--- src/rtl/datapath_ctrl_pkg.sv ---
`default_nettype none
// ============================================================================
// Module   : datapath_ctrl_pkg
// Purpose  : Shared encodings for the LEGv8-subset datapath controller:
//            control-word layout, FS/PS codes, opcodes, FSM states.
// Revision : 1.0 - initial release
// ============================================================================
package datapath_ctrl_pkg;

  localparam int CW_W   = 31;
  localparam int K_W    = 64;
  localparam int PS_LSB = 29;
  localparam int PS_W   = 2;
  localparam int DA_LSB = 24;
  localparam int SA_LSB = 19;
  localparam int SB_LSB = 14;
  localparam int FS_LSB = 9;
  localparam int REG_W  = 5;

  localparam logic [1:0] PS_HOLD = 2'b00;
  localparam logic [1:0] PS_INC  = 2'b01;
  localparam logic [1:0] PS_BR   = 2'b10;

  // FS = {op[2:0], invA, invB}; carry-in follows FS[0]
  localparam logic [4:0] FS_AND = 5'b00000;
  localparam logic [4:0] FS_OR  = 5'b00100;
  localparam logic [4:0] FS_ADD = 5'b01000;
  localparam logic [4:0] FS_SUB = 5'b01001;
  localparam logic [4:0] FS_XOR = 5'b01100;
  localparam logic [4:0] FS_LSL = 5'b10000;
  localparam logic [4:0] FS_LSR = 5'b10100;

  localparam logic [10:0] OP_ADD   = 11'b10001011000;
  localparam logic [10:0] OP_SUB   = 11'b11001011000;
  localparam logic [10:0] OP_AND   = 11'b10001010000;
  localparam logic [10:0] OP_ORR   = 11'b10101010000;
  localparam logic [10:0] OP_EOR   = 11'b11001010000;
  localparam logic [10:0] OP_LDUR  = 11'b11111000010;
  localparam logic [10:0] OP_STUR  = 11'b11111000000;
  localparam logic [10:0] OP_ADDS  = 11'b10101011000;
  localparam logic [10:0] OP_SUBS  = 11'b11101011000;
  localparam logic [9:0]  OPI_ADDI = 10'b1001000100;
  localparam logic [9:0]  OPI_SUBI = 10'b1101000100;
  localparam logic [5:0]  OPB_B    = 6'b000101;
  localparam logic [6:0]  OPC_CB   = 7'b1011010;
  localparam logic [7:0]  OPC_BC   = 8'b01010100;

  localparam logic [4:0] COND_EQ = 5'h00;
  localparam logic [4:0] COND_NE = 5'h01;
  localparam logic [4:0] COND_GE = 5'h0A;
  localparam logic [4:0] COND_LT = 5'h0B;

  localparam logic [1:0] ST_FETCH = 2'd0;
  localparam logic [1:0] ST_EX    = 2'd1;
  localparam logic [1:0] ST_MEM   = 2'd2;
  localparam logic [1:0] ST_HALT  = 2'd3;

  localparam logic [CW_W-1:0] CW_NOP = '0;

  typedef struct packed {
    logic [CW_W-1:0] cw_ex;
    logic [CW_W-1:0] cw_mem;
    logic [K_W-1:0]  k;
    logic [1:0]      nxt;
    logic            illegal;
    logic            is_cb;
    logic            cb_nz;
`ifdef FLAGS_EN
    logic            set_flags;
`endif
  } decode_t;

  function automatic logic [CW_W-1:0] pack_cw(
    input logic [1:0] ps,
    input logic [4:0] da,
    input logic [4:0] sa,
    input logic [4:0] sb,
    input logic [4:0] fs,
    input logic       reg_w,
    input logic       ram_w,
    input logic       en_mem,
    input logic       en_alu,
    input logic       en_b,
    input logic       sel_b
  );
    // EN_PC, PCsel and SL are never asserted by this controller
    pack_cw = {ps, da, sa, sb, fs, reg_w, ram_w, en_mem, en_alu, en_b,
               1'b0, sel_b, 1'b0, 1'b0};
  endfunction

endpackage
`default_nettype wire

--- src/rtl/datapath_control_unit_if.sv ---
`default_nettype none
// ============================================================================
// Module   : datapath_control_unit_if
// Purpose  : Instruction handshake, datapath status and control outputs.
// Revision : 1.0 - initial release
// ============================================================================
interface datapath_control_unit_if;
  logic [31:0] instruction;
  logic        instr_valid;
  logic        instr_ready;
  logic [4:0]  status;
  logic [30:0] controlWord;
  logic [63:0] K;
  logic        halted;
  logic        illegal;

  modport master (
    output instruction, instr_valid, status,
    input  instr_ready, controlWord, K, halted, illegal
  );

  modport slave (
    input  instruction, instr_valid, status,
    output instr_ready, controlWord, K, halted, illegal
  );
endinterface
`default_nettype wire

--- src/rtl/datapath_control_unit_decoder.sv ---
`default_nettype none
// ============================================================================
// Module   : control_decoder
// Purpose  : Combinational IR decode into control words, K and next state.
//            FLAGS_EN adds ADDS/SUBS and B.cond on latched {V,C,N,Z}.
// Revision : 1.0 - initial release
// ============================================================================
module control_decoder
  import datapath_ctrl_pkg::*;
(
  input  logic [31:0] ir,
`ifdef FLAGS_EN
  input  logic [3:0]  flags,
`endif
  output decode_t     dec
);

  logic [4:0]  rd, rn, rm;
  logic [10:0] opc;
  logic        is_r, is_i, r_set;
  logic [4:0]  r_fs, i_fs;

  assign rd  = ir[4:0];
  assign rn  = ir[9:5];
  assign rm  = ir[20:16];
  assign opc = ir[31:21];

  always_comb begin
    is_r  = 1'b1;
    r_fs  = FS_ADD;
    r_set = 1'b0;
    case (opc)
      OP_ADD:  r_fs = FS_ADD;
      OP_SUB:  r_fs = FS_SUB;
      OP_AND:  r_fs = FS_AND;
      OP_ORR:  r_fs = FS_OR;
      OP_EOR:  r_fs = FS_XOR;
`ifdef FLAGS_EN
      OP_ADDS: begin r_fs = FS_ADD; r_set = 1'b1; end
      OP_SUBS: begin r_fs = FS_SUB; r_set = 1'b1; end
`endif
      default: is_r = 1'b0;
    endcase
  end

  always_comb begin
    is_i = 1'b1;
    i_fs = FS_ADD;
    case (ir[31:22])
      OPI_ADDI: i_fs = FS_ADD;
      OPI_SUBI: i_fs = FS_SUB;
      default:  is_i = 1'b0;
    endcase
  end

`ifdef FLAGS_EN
  logic bc_ok, bc_taken;
  always_comb begin
    bc_ok    = 1'b1;
    bc_taken = 1'b0;
    case (ir[4:0])
      COND_EQ: bc_taken = flags[0];
      COND_NE: bc_taken = ~flags[0];
      COND_GE: bc_taken = (flags[1] == flags[3]);
      COND_LT: bc_taken = (flags[1] != flags[3]);
      default: bc_ok    = 1'b0;
    endcase
  end
`endif

  always_comb begin
    dec     = '0;
    dec.nxt = ST_FETCH;
    if (ir == 32'h0) begin
      dec.nxt = ST_HALT;
    end else if (is_r) begin
      dec.cw_ex = pack_cw(PS_INC, rd, rn, rm, r_fs, 1'b1, 1'b0, 1'b0, 1'b1, 1'b0, 1'b0);
`ifdef FLAGS_EN
      dec.set_flags = r_set;
`endif
    end else if (is_i) begin
      dec.cw_ex = pack_cw(PS_INC, rd, rn, 5'd0, i_fs, 1'b1, 1'b0, 1'b0, 1'b1, 1'b0, 1'b1);
      dec.k     = {52'd0, ir[21:10]};
    end else if (opc == OP_LDUR) begin
      // address phase only; the register write happens in MEM
      dec.cw_ex  = pack_cw(PS_HOLD, 5'd0, rn, 5'd0, FS_ADD, 1'b0, 1'b0, 1'b0, 1'b0, 1'b0, 1'b1);
      dec.cw_mem = pack_cw(PS_INC, rd, rn, 5'd0, FS_ADD, 1'b1, 1'b0, 1'b1, 1'b0, 1'b0, 1'b1);
      dec.k      = {{55{ir[20]}}, ir[20:12]};
      dec.nxt    = ST_MEM;
    end else if (opc == OP_STUR) begin
      dec.cw_ex = pack_cw(PS_INC, 5'd0, rn, rd, FS_ADD, 1'b0, 1'b1, 1'b0, 1'b0, 1'b1, 1'b1);
      dec.k     = {{55{ir[20]}}, ir[20:12]};
    end else if (ir[31:26] == OPB_B) begin
      dec.cw_ex = pack_cw(PS_BR, 5'd0, 5'd0, 5'd0, FS_AND, 1'b0, 1'b0, 1'b0, 1'b0, 1'b0, 1'b0);
      dec.k     = {{36{ir[25]}}, ir[25:0], 2'b00};
    end else if (ir[31:25] == OPC_CB) begin
      dec.cw_ex = pack_cw(PS_INC, 5'd0, 5'd31, rd, FS_OR, 1'b0, 1'b0, 1'b0, 1'b0, 1'b0, 1'b0);
      dec.k     = {{43{ir[23]}}, ir[23:5], 2'b00};
      dec.is_cb = 1'b1;
      dec.cb_nz = ir[24];
`ifdef FLAGS_EN
    end else if (ir[31:24] == OPC_BC && bc_ok) begin
      dec.cw_ex = pack_cw(bc_taken ? PS_BR : PS_INC, 5'd0, 5'd0, 5'd0, FS_AND,
                          1'b0, 1'b0, 1'b0, 1'b0, 1'b0, 1'b0);
      dec.k     = {{43{ir[23]}}, ir[23:5], 2'b00};
`endif
    end else begin
      dec.cw_ex   = pack_cw(PS_INC, 5'd0, 5'd0, 5'd0, FS_AND, 1'b0, 1'b0, 1'b0, 1'b0, 1'b0, 1'b0);
      dec.illegal = 1'b1;
    end
  end

endmodule
`default_nettype wire

--- src/rtl/datapath_control_unit.sv ---
`default_nettype none
// ============================================================================
// Module   : datapath_control_unit
// Purpose  : FETCH/EX/MEM/HALT sequencer driving controlWord and K.
//            FLAGS_EN enables the NZCV flag register (ADDS/SUBS/B.cond).
// Revision : 1.0 - initial release
// ============================================================================
module datapath_control_unit
  import datapath_ctrl_pkg::*;
(
  input  logic                    clock,
  input  logic                    reset,
  datapath_control_unit_if.slave  bus
);

  logic [1:0]      state_q, state_d;
  logic [31:0]     ir_q, ir_d;
  decode_t         dec;
  logic [CW_W-1:0] cw;
  logic [K_W-1:0]  k;

`ifdef FLAGS_EN
  logic [3:0] flags_q, flags_d;

  control_decoder u_decoder (
    .ir    (ir_q),
    .flags (flags_q),
    .dec   (dec)
  );
`else
  control_decoder u_decoder (
    .ir  (ir_q),
    .dec (dec)
  );
`endif

  always_comb begin
    state_d = state_q;
    ir_d    = ir_q;
    case (state_q)
      ST_FETCH: if (bus.instr_valid) begin
        ir_d    = bus.instruction;
        state_d = ST_EX;
      end
      ST_EX:   state_d = dec.nxt;
      ST_MEM:  state_d = ST_FETCH;
      ST_HALT: state_d = ST_HALT;
      default: state_d = ST_FETCH;
    endcase
  end

`ifdef FLAGS_EN
  always_comb begin
    flags_d = flags_q;
    if (state_q == ST_EX && dec.set_flags)
      flags_d = bus.status[4:1];
  end
`endif

  always_comb begin
    cw = CW_NOP;
    k  = '0;
    if (state_q == ST_EX) begin
      cw = dec.cw_ex;
      k  = dec.k;
      // the only combinational path from status to the outputs
      if (dec.is_cb)
        cw[PS_LSB +: PS_W] = (bus.status[0] ^ dec.cb_nz) ? PS_BR : PS_INC;
    end else if (state_q == ST_MEM) begin
      cw = dec.cw_mem;
      k  = dec.k;
    end
  end

  assign bus.controlWord = cw;
  assign bus.K           = k;
  assign bus.instr_ready = (state_q == ST_FETCH) && !reset;
  assign bus.halted      = (state_q == ST_HALT);
  assign bus.illegal     = (state_q == ST_EX) && dec.illegal;

  always_ff @(posedge clock) begin
    if (reset) begin
      state_q <= ST_FETCH;
      ir_q    <= '0;
`ifdef FLAGS_EN
      flags_q <= '0;
`endif
    end else begin
      state_q <= state_d;
      ir_q    <= ir_d;
`ifdef FLAGS_EN
      flags_q <= flags_d;
`endif
    end
  end

endmodule
`default_nettype wire

--- src/flat_wrapper.sv ---
// flat-port wrapper written by rule: the top's interface ports become plain ports
module datapath_control_unit_flat import datapath_ctrl_pkg::*;
  (clock, reset, bus_instruction, bus_instr_valid, bus_status, bus_instr_ready, bus_controlWord, bus_K, bus_halted, bus_illegal);
  datapath_control_unit_if bus_i ();
  input  logic clock;
  input  logic reset;
  input wire logic [$bits(bus_i.instruction)-1:0] bus_instruction;
  input wire logic [$bits(bus_i.instr_valid)-1:0] bus_instr_valid;
  input wire logic [$bits(bus_i.status)-1:0] bus_status;
  output wire logic [$bits(bus_i.instr_ready)-1:0] bus_instr_ready;
  output wire logic [$bits(bus_i.controlWord)-1:0] bus_controlWord;
  output wire logic [$bits(bus_i.K)-1:0] bus_K;
  output wire logic [$bits(bus_i.halted)-1:0] bus_halted;
  output wire logic [$bits(bus_i.illegal)-1:0] bus_illegal;
  assign bus_i.instruction = bus_instruction;
  assign bus_i.instr_valid = bus_instr_valid;
  assign bus_i.status = bus_status;
  assign bus_instr_ready = bus_i.instr_ready;
  assign bus_controlWord = bus_i.controlWord;
  assign bus_K = bus_i.K;
  assign bus_halted = bus_i.halted;
  assign bus_illegal = bus_i.illegal;
  datapath_control_unit u_core (.clock(clock), .reset(reset), .bus(bus_i));
endmodule
--- config.mk ---
export PLATFORM = sky130hd
export DESIGN_NAME = datapath_control_unit_flat
export DESIGN_NICKNAME = d
export VERILOG_FILES = /design/src/rtl/datapath_ctrl_pkg.sv /design/src/rtl/datapath_control_unit_if.sv /design/src/rtl/datapath_control_unit_decoder.sv /design/src/rtl/datapath_control_unit.sv /design/src/flat_wrapper.sv
export SDC_FILE = /design/constraint.sdc
export NUM_CORES = 1
export LEC_CHECK = 0
export ABC_AREA = 1
export BUFFER_PORTS_ARGS = -buffer_cell sky130_fd_sc_hd__buf_2
export CAP_MARGIN = 20
export CORE_ASPECT_RATIO = 0.8
export CORE_MARGIN = 2
export CORE_UTILIZATION = 50
export CTS_CLUSTER_SIZE = 24
export DETAILED_ROUTE_END_ITERATION = 6
export GPL_ROUTABILITY_DRIVEN = 0
export GPL_TIMING_DRIVEN = 0
export PLACE_DENSITY_LB_ADDON = 0.15
export SLEW_MARGIN = 20
export SYNTH_ARGS = -nofsm -noshare
export SYNTH_HDL_FRONTEND = slang
export SYNTH_HIERARCHICAL = 1
export SYNTH_SLANG_ARGS = --single-unit
--- constraint.sdc ---
create_clock -name clock -period 9.4 [get_ports clock]
set_input_delay 2.35 -clock clock [delete_from_list [all_inputs] [get_ports clock]]
set_output_delay 2.35 -clock clock [all_outputs]
set_load 0.05 [all_outputs]
==> flow_summary.json, run 1 <==
{
  "status": "completed",
  "multiInputGateArea_um2": 2166,
  "cts_resized": 0,
  "pwr-share-comb": 0.253,
  "switching_share": 0.3307,
  "cp_data_arrival_time_ns": 3.04,
  "drt_iter0_markers": 447,
  "grt_pass1_vias": 4135,
  "drtAntennaViolNets": 0,
  "drive_above_1_share": 0.2966,
  "dr_total_vias": 4642,
  "dr.pass1.iters": 6,
  "portBuffers": 128,
  "slew_viol_final": 0,
  "cts_sinks": 34,
  "finalCriticalPeriod_ns": 5.388,
  "grt_start_max_net_pins": 38,
  "cts_buffers": 5,
  "fp.coreArea_um2": 7532,
  "cts_tree": "built",
  "synth_cells": 723,
  "die-area_um2": 8608,
  "fin_worst_skew_ns": 0.004761,
  "synth-edff-count": 0,
  "synthesis.area_um2": 3939,
  "post_dp_cell_area_um2": 4801,
  "relSlewSlack": 0.4594,
  "cts_hold_buf": 0,
  "setup_tns_ns": 0,
  "rsz0062_at_grt": "no",
  "fin_crit_sh": 0.5732,
  "crit_type": "in2out",
  "ys_ff_latch": 34,
  "power.leakage_nw": 2.821,
  "synth_ff_type": "dfxtp_1",
  "max_slew.worst_pin.slew_ns": 0.8079,
  "diodes": 0,
  "seqPwrFrac": 0.383,
  "clk_path_buf_depth": 2,
  "synthArstFlopShare": 0,
  "powerDensity_nw_per_um2": 91.83,
  "routed_wl_mm": 11.28,
  "yosys.area.top_type_share": 0.1728,
  "post-dp-hpwl_mm": 9.079,
  "grt-ovfl-total": 0,
  "final_nets": 919,
  "min_path_cells": 2,
  "rr_worst_depth": 8,
  "track_usage": 0.2622,
  "fmax_mhz": 185.6,
  "post_cts_buffers": 0,
  "die_w_um": 103.2,
  "internal-power_mw": 0.3035,
  "cts_root_buf": "clkbuf_8",
  "netlist_top_cells_count": "174 x nand2_1, 164 x nor2_1, 120 x inv_1",
  "netlist_top_cells_area": "dfxtp_1 17%, nand2_1 17%, nor2_1 16%",
  "fill_cells": 749,
  "hp-class": "reg2reg",
  "grt_pass1_wl_mm": 18.50,
  "yosysSeqAreaShare": 0.1728,
  "p_switching_mw": 0.1500,
  "synth.largest_area_cell": "dfxtp_1",
  "initial_core_util": 0.5229,
  "crit_required_ns": 7.05,
  "path_clk_slew_ns": 0.07,
  "r2r_start": "u_core/ir_q[19]",
  "maxCapViolCount": 0,
  "drc": 0,
  "seq_area_um2": 680.7,
  "min-delay-start": "u_core/ir_q[0]",
  "syn_to_final_growth_pct": 25.38,
  "yosys_warnings": 6,
  "hold_violations": 0,
  "chipHeight_um": 83.39,
  "cp_max_fo": 2,
  "reg2reg_to": "u_core/state_q[1]",
  "rrSetupSlack_ns": 7.76,
  "routedWlPerCell_um": 11.45,
  "pin_count": 138,
  "antenna_found_initial": 0,
  "p_clk_frac": 0.364,
  "row_count": 28,
  "ys_types": 28,
  "min_to": "u_core/ir_q[0]",
  "startpoint_type": "input port",
  "insertion_delay_ns": 0.29,
  "syn_avg_cell_area_um2": 5.448,
  "design_area_um2": 4938,
  "setup_violations": 0,
  "vias_per_cell": 4.713,
  "cts_max_level": 2,
  "yosysMostFrequentCell": "nand2_1",
  "vdd_drop_max_mv": 0.09239,
  "end_kind": "output port",
  "total_power_mw": 0.4535
}
[per-stage QoR]
| step | cells | setup WS, ns | util | hold WS [ns] |
|---|---|---|---|---|
| 5_1_grt | 985 | 3.877 | 0.6556 | 0.5287 |
| 2_1_floorplan | 744 | 3.040 | - | 0.4540 |
| 6_report | 985 | 4.012 | 0.6556 | 0.4978 |
| 4_1_cts | 985 | 4.003 | 0.6556 | 0.5047 |
| 3_3_place_gp | 977 | 2.608 | 0.6359 | 0.4728 |
| 3_5_place_dp | 977 | 4.007 | 0.6374 | 0.4923 |
[kinds of logic (layout without fill, tap and decap cells)]
family	Yosys count	in the layout	share of synthesized area
and+or+nand+nor	393	393	0.4177
buffers and inverters	220	356	0.3002
AOI/OAI and AO/OA	75	75	0.1083
DFF	34	34	0.1728
other	1	22	0.0009521
[worst max path at each step]
stage | start | end | slack (ns) | cells past startpoint
6_report | bus_status[0] | bus_controlWord[30] | 4.01 | 8
3_5_place_dp | bus_status[0] | bus_controlWord[30] | 4.01 | 8
5_1_grt | u_core/ir_q[31] | bus_K[60] | 3.88 | 10
4_1_cts | bus_status[0] | bus_controlWord[30] | 4.00 | 8
3_3_place_gp | u_core/ir_q[29] | bus_K[62] | 2.61 | 10
2_1_floorplan | u_core/ir_q[29] | bus_K[28] | 3.04 | 9
[power by group through the flow]
| stage | Clock (mW) | Sequential [mW] | Combinational (mW) |
|---|---|---|---|
| floorplan | 0 | 0.171 | 0.0869 |
| global placement | 0 | 0.176 | 0.110 |
| detailed placement | 0 | 0.176 | 0.112 |
| CTS | 0.167 | 0.173 | 0.113 |
| global route | 0.173 | 0.175 | 0.128 |
| finish | 0.165 | 0.174 | 0.115 |
[flip-flops by register name (all words and copies together) (netlist names)]
| signal | cells |
|---|---|
| u_core/ir_q | 32 |
| u_core/state_q | 2 |
[cell type report]
cell class | count | area share
timing repair buffer | 128 | 0.1297
buffer | 93 | 0.1424
clock inverter | 3 | 0.01393
tap | 105 | 0.02660
inverter | 127 | 0.09704
clock buffer | 5 | 0.01393
sequential | 34 | 0.1378
multi-input combinational | 490 | 0.4386
[worst max-delay path, stage by stage]
cell and delay, ns:
buf_2 0.09, inv_1 0.03, nand2_1 0.05, nand3_1 0.08
nand2_1 0.08, nand2_1 0.04, nand2_1 0.05, buf_2 0.25
[cells in the final DEF (no fill, tap or decap), types with 6 or more instances in the layout]
cell type,synthesis,final
nor3_1,8,8
o21ai_1,8,8
nor2_1,164,164
buf_4,70,70
nor2_2,18,18
conb_1,1,22
buf_2,7,135
o22ai_1,9,9
nand4_1,8,8
o21ai_0,43,42
inv_1,120,120
o221ai_1,8,8
nand3_1,10,10
dfxtp_1,34,34
inv_2,6,6
nand2_1,174,174
buf_6,11,11
[metal layers]
layer  GRT usage  vias up  share of wire
met5           0        -              0
met4     0.07177        0          0.022
met3     0.06397       25           0.12
met2      0.4321      255           0.43
met1      0.3372     1972           0.43
li1            -     2390              -
No activity file was read; power rests on OpenSTA's default activity.
==> inputs of run 2 (changes only) <==
--- a/config.mk
+++ b/config.mk
@@ -5,7 +5,7 @@
 export SDC_FILE = /design/constraint.sdc
 export NUM_CORES = 1
 export LEC_CHECK = 0
-export ABC_AREA = 1
+export ABC_AREA = 0
 export BUFFER_PORTS_ARGS = -buffer_cell sky130_fd_sc_hd__buf_2
 export CAP_MARGIN = 20
 export CORE_ASPECT_RATIO = 0.8
==> constraint.sdc (replaced) <==
create_clock -name clock -period 5.6 [get_ports clock]
set_input_delay 1.4 -clock clock [delete_from_list [all_inputs] [get_ports clock]]
set_output_delay 1.4 -clock clock [all_outputs]
set_load 0.05 [all_outputs]
==> flow_summary.json, run 2 <==
{
  "relSlewSlack": 0.3012,
  "setup_tns_ns": 0,
  "status": "finished with violations",
  "muxShareOfSynthArea": 0.003206,
  "syn_to_final_growth_pct": 25.72,
  "r2r_start": "u_core/ir_q[24]",
  "cts_hold_buf": 0,
  "routedWlPerCell_um": 13.90,
  "crit_type": "reg2out",
  "chipHeight_um": 78.96,
  "fin_cells": 732,
  "initial_core_util": 0.5121,
  "row_count": 27,
  "fp.coreArea_um2": 6858,
  "drtAntennaViolNets": 0,
  "synth_cells": 490,
  "grt_start_max_net_pins": 38,
  "fin_worst_skew_ns": 0.005739,
  "synth_top_family_by_area": "simple AND/OR/NAND/NOR gates",
  "crit_required_ns": 4.20,
  "netlist_top_cells_area": "dfxtp_1 19%, buf_4 14%, and2_1 13%",
  "drt_iter0_markers": 469,
  "max_stage_delay_ns": 0.83,
  "dr.pass1.iters": 7,
  "cts_root_buf": "clkbuf_8",
  "min-delay-start": "u_core/ir_q[29]",
  "slowest_stage": "a21o_1",
  "final_common_cell": "buf_2",
  "cts_resized": 0,
  "syn_avg_cell_area_um2": 7.168,
  "min_to": "u_core/ir_q[29]",
  "fin_crit_sh": 0.7910,
  "yosys.area_share.simple": 0.3434,
  "routed_wl_mm": 10.17,
  "path_clk_slew_ns": 0.07,
  "path_cells": "and4bb_4 > a32oi_1 > nor2_1 > a21o_1 > buf_4 > and2_1 > buf_2",
  "end_kind": "output port",
  "ys_ff_latch": 34,
  "reg2reg_to": "u_core/state_q[1]",
  "antenna_found_initial": 0,
  "synthesis.area_um2": 3512,
  "insertion_delay_ns": 0.28,
  "power.leakage_nw": 2.451,
  "grt_pass1_vias": 3489,
  "yosysMostFrequentCell": "nand2_1",
  "diodes": 0,
  "min_path_cells": 2,
  "violations": "design-rule violations",
  "final_cell_mix": "140 x buf_2, 81 x nand2_1, 72 x and2_1",
  "synth-edff-count": 0,
  "synth_compound_area_frac": 0.2415,
  "hold_violations": 0,
  "max_slew.worst_pin.slew_ns": 1.048,
  "portBuffers": 127,
  "final_nets": 685,
  "hp-class": "reg2reg",
  "rr_worst_depth": 6,
  "vias_per_cell": 5.295,
  "grt_pass1_wl_mm": 16.62,
  "top_register": "u_core/ir_q",
  "cts_sinks": 34,
  "cts_buffers": 5,
  "yosys.area.top_type_share": 0.1938,
  "maxCapViolCount": 0,
  "netlist_top_cells_count": "81 x nand2_1, 72 x and2_1, 67 x buf_4",
  "yosys_warnings": 6,
  "cts_max_level": 2,
  "synth.largest_area_cell": "dfxtp_1",
  "dp_slack_ns": 1.482,
  "die-area_um2": 7715,
  "ys_types": 52,
  "synth_xor_area_frac": 0.004988,
  "vdd_drop_max_mv": 0.1447,
  "cp_data_arrival_time_ns": 3.03,
  "placed_cells": 725,
  "post-dp-hpwl_mm": 8.105,
  "synthArstFlopShare": 0,
  "drive_above_1_share": 0.3767,
  "drc": 8,
  "cts_tree": "built",
  "rsz0062_at_grt": "no",
  "slew_viol_final": 0,
  "die_w_um": 97.71,
  "cp_max_fo": 37,
  "finalCriticalPeriod_ns": 4.429,
  "track_usage": 0.2572,
  "powerDensity_nw_per_um2": 130.3,
  "post_cts_buffers": 0,
  "total_power_mw": 0.5753,
  "largest_reg_flops": 32,
  "synth_ff_type": "dfxtp_1",
  "synthAdderAreaFrac": 0,
  "dr_total_vias": 3876,
  "fmax_mhz": 225.8,
  "rrSetupSlack_ns": 3.78,
  "layout_setup_ws_ns": 1.171,
  "grt-ovfl-total": 0,
  "yosysSeqAreaShare": 0.1938,
  "largest_registers": "u_core/ir_q x32, u_core/state_q x2",
  "startpoint_type": "flip-flop",
  "pin_count": 138,
  "clk_path_buf_depth": 2,
  "setup_violations": 0
}
run 2: cell count changes after synthesis, sizes merged, moves of 13 or more:
cell / delta
a22oi: +13
a21oi: +36
and2: +73
inv: -120
a22o: +40
and3: +15
nand2: -95
nor2: -169
o21ai: -42
run 2: kinds of logic (layout without fill, tap and decap cells):
group,count (synthesis),in the layout
AOI/OAI and AO/OA,121,121
xor gates and xnor gates,2,2
buffers and inverters,109,243
DFF,34,34
muxes,1,1
other,1,22
and+or+nand+nor,222,222
run 2: area by class of cell:
class	instances	area, µm²
Fill cell	657	2442
Multi-Input combinational cell	368	2166
Buffer	102	718.2
Sequential cell	34	680.7
Timing Repair Buffer	127	635.6
Tap cell	87	108.9
Clock buffer	6	72.57
Inverter	7	26.28
Clock inverter	1	7.507
run 2: worst max path at each step:
| stage | from | to | cells after the start |
|---|---|---|---|
| floorplan | reset | bus_instr_ready | 2 |
| global placement | u_core/ir_q[29] | bus_K[47] | 8 |
| detailed placement | u_core/ir_q[30] | bus_K[45] | 7 |
| CTS | u_core/ir_q[30] | bus_K[45] | 7 |
| global route | u_core/ir_q[30] | bus_K[35] | 7 |
| finish | u_core/ir_q[30] | bus_K[45] | 7 |
run 2: routing by layer:
metal / GRT usage / share of wire / vias to the layer above / wire, µm
met5: 0 / 0 / - / 0
met4: 0.06806 / 0.016 / 0 / 158
met3: 0.03873 / 0.10 / 22 / 1021
met2: 0.4166 / 0.44 / 218 / 4458
met1: 0.3591 / 0.45 / 1716 / 4534
li1: - / - / 1920 / -
run 2: through the flow:
step,cell area [µm²],hold WS (ns),util
after floorplan,3591,0.4330,-
after global placement,4335,0.4451,0.6322
after detailed placement,4335,0.4468,0.6322
after CTS,4415,0.4561,0.6439
after global routing,4415,0.4840,0.6439
final,4415,0.4593,0.6439
run 2: critical path: cells and delay by family (launching register included):
family / cells / cell delay, ns
buf+inv: 2 / 0.50
simple gates: 3 / 0.78
flops: 1 / 0.52
compound gates: 2 / 0.93
run 2: power breakdown:
part | total (mW) | internal (mW) | leakage (nW) | switching [mW]
Clock | 0.168 | 0.0851 | 0.0373 | 0.0827
Sequential | 0.286 | 0.256 | 0.279 | 0.0300
Combinational | 0.121 | 0.0514 | 2.13 | 0.0701
==> inputs of run 3 (changes only) <==
--- a/config.mk
+++ b/config.mk
@@ -10,7 +10,7 @@
 export CAP_MARGIN = 20
 export CORE_ASPECT_RATIO = 0.8
 export CORE_MARGIN = 2
-export CORE_UTILIZATION = 50
+export CORE_UTILIZATION = 45
 export CTS_CLUSTER_SIZE = 24
 export DETAILED_ROUTE_END_ITERATION = 6
 export GPL_ROUTABILITY_DRIVEN = 0
==> constraint.sdc (replaced) <==
create_clock -name clock -period 3.7 [get_ports clock]
set_input_delay 0.925 -clock clock [delete_from_list [all_inputs] [get_ports clock]]
set_output_delay 0.925 -clock clock [all_outputs]
set_load 0.05 [all_outputs]
==> flow_summary.json, run 3 (same netlist as run 2, synthesis figures left out) <==
{
  "post_cts_buffers": 0,
  "final_common_cell": "buf_2",
  "largest_reg_flops": 32,
  "powerDensity_nw_per_um2": 197.3,
  "fp.coreArea_um2": 7497,
  "grt_start_max_net_pins": 38,
  "insertion_delay_ns": 0.27,
  "max_slew.worst_pin.slew_ns": 0.5099,
  "hp-class": "reg2reg",
  "routed_wl_mm": 10.74,
  "grt_pass1_wl_mm": 16.61,
  "drt_iter0_markers": 419,
  "cts_max_level": 2,
  "fill_cells": 767,
  "die_w_um": 102.8,
  "chipHeight_um": 83.02,
  "drtAntennaViolNets": 0,
  "fin_worst_skew_ns": 0.0009294,
  "rrSetupSlack_ns": 1.86,
  "crit_type": "reg2out",
  "die-area_um2": 8531,
  "grt-ovfl-total": 0,
  "pin_count": 138,
  "dp_slack_ns": 0.02298,
  "setup_violations": 0,
  "fmax_mhz": 284.5,
  "min_to": "u_core/ir_q[29]",
  "diodes": 0,
  "relSlewSlack": 0.6588,
  "cts_tree": "built",
  "slew_viol_final": 0,
  "portBuffers": 127,
  "final_nets": 685,
  "cts_sinks": 34,
  "cts_root_buf": "clkbuf_8",
  "r2r_start": "u_core/ir_q[24]",
  "clk_path_buf_depth": 2,
  "end_kind": "output port",
  "routedWlPerCell_um": 14.34,
  "largest_registers": "u_core/ir_q x32, u_core/state_q x2",
  "rr_worst_depth": 6,
  "min_path_cells": 2,
  "layout_setup_ws_ns": 0.1856,
  "startpoint_type": "flip-flop",
  "top_register": "u_core/ir_q",
  "dr_total_vias": 3813,
  "final_cell_mix": "140 x buf_2, 81 x nand2_1, 72 x and2_1",
  "antenna_found_initial": 0,
  "reg2reg_to": "u_core/state_q[1]",
  "violations": "design-rule violations",
  "initial_core_util": 0.4685,
  "status": "finished with violations",
  "crit_required_ns": 2.77,
  "fin_crit_sh": 0.9498,
  "maxCapViolCount": 0,
  "rsz0062_at_grt": "no",
  "vias_per_cell": 5.091,
  "cp_data_arrival_time_ns": 2.59,
  "finalCriticalPeriod_ns": 3.514,
  "path_clk_slew_ns": 0.06,
  "cp_max_fo": 37,
  "row_count": 28,
  "drive_above_1_share": 0.3789,
  "cts_hold_buf": 0,
  "setup_tns_ns": 0,
  "power.leakage_nw": 2.453,
  "drc": 3,
  "cts_buffers": 5,
  "track_usage": 0.2392,
  "vdd_drop_max_mv": 0.2006,
  "min-delay-start": "u_core/ir_q[29]",
  "grt_pass1_vias": 3380,
  "hold_violations": 0,
  "dr.pass1.iters": 7,
  "syn_to_final_growth_pct": 26.65,
  "post-dp-hpwl_mm": 8.430
}
==> run 3: changes by cell type in the layout (fill, tap and decap cells not counted) <==
cell        before  now
a21o_1           5    4
clkbuf_8         5    6
clkinvlp_4       1    0
clkbuf_1        14   13
a21o_4           0    1
==> run 3: worst max-delay path, cell delays in order (launching register included) <==
cell	delay [ns]
dfxtp_1	0.41
and4bb_4	0.42
a32oi_1	0.12
nor2_1	0.43
a21o_4	0.37
buf_4	0.18
and2_1	0.11
buf_2	0.26
==> run 3: how the worst max path moves through the flow <==
stage,startpoint,endpoint,cells past startpoint
2_1_floorplan,u_core/ir_q[29],bus_K[28],7
3_3_place_gp,u_core/ir_q[24],bus_K[42],7
3_5_place_dp,u_core/ir_q[24],bus_K[30],7
4_1_cts,u_core/ir_q[24],bus_K[30],7
5_1_grt,u_core/ir_q[24],bus_K[41],7
6_report,u_core/ir_q[24],bus_K[30],7
==> run 3: area by class of cell <==
| cell class | count | area, µm² | area share |
|---|---|---|---|
| Buffer | 102 | 718.2 | 0.1615 |
| Clock buffer | 6 | 82.58 | 0.01857 |
| Inverter | 7 | 26.28 | 0.005907 |
| Multi-Input combinational cell | 368 | 2173 | 0.4886 |
| Sequential cell | 34 | 680.7 | 0.1530 |
| Tap cell | 105 | 131.4 | 0.02954 |
| Timing Repair Buffer | 127 | 635.6 | 0.1429 |
==> run 3: report_power, final <==
group	switching, mW	internal, mW
Clock	0.116	0.143
Sequential	0.0467	0.388
Combinational	0.106	0.0777
==> run 3: what timing repair did <==
action | CTS | global route
gates resized for setup | 1 | 1
gates cloned | 0 | 0
setup endpoints to repair | 37 | 37
==> run 3: per-stage QoR <==
stage                 util  area, µm²  total power, mW  hold slack [ns]  std cells
detailed placement  0.5813       4358           0.6214           0.4455        743
floorplan                -       3591           0.5587           0.4330        511
finish              0.5933       4448           0.8775           0.4567        749
global placement    0.5813       4358           0.6157           0.4439        743
CTS                 0.5925       4442           0.8801           0.4541        749
global route        0.5933       4448           0.9214           0.5018        749
==> run 3: layer usage <==
| metal | share of wire | track usage |
|---|---|---|
| met1 | 0.47 | 0.3493 |
| met4 | 0.0067 | 0.05502 |
| met2 | 0.44 | 0.3642 |
| met3 | 0.086 | 0.04293 |
| met5 | 0 | 0 |
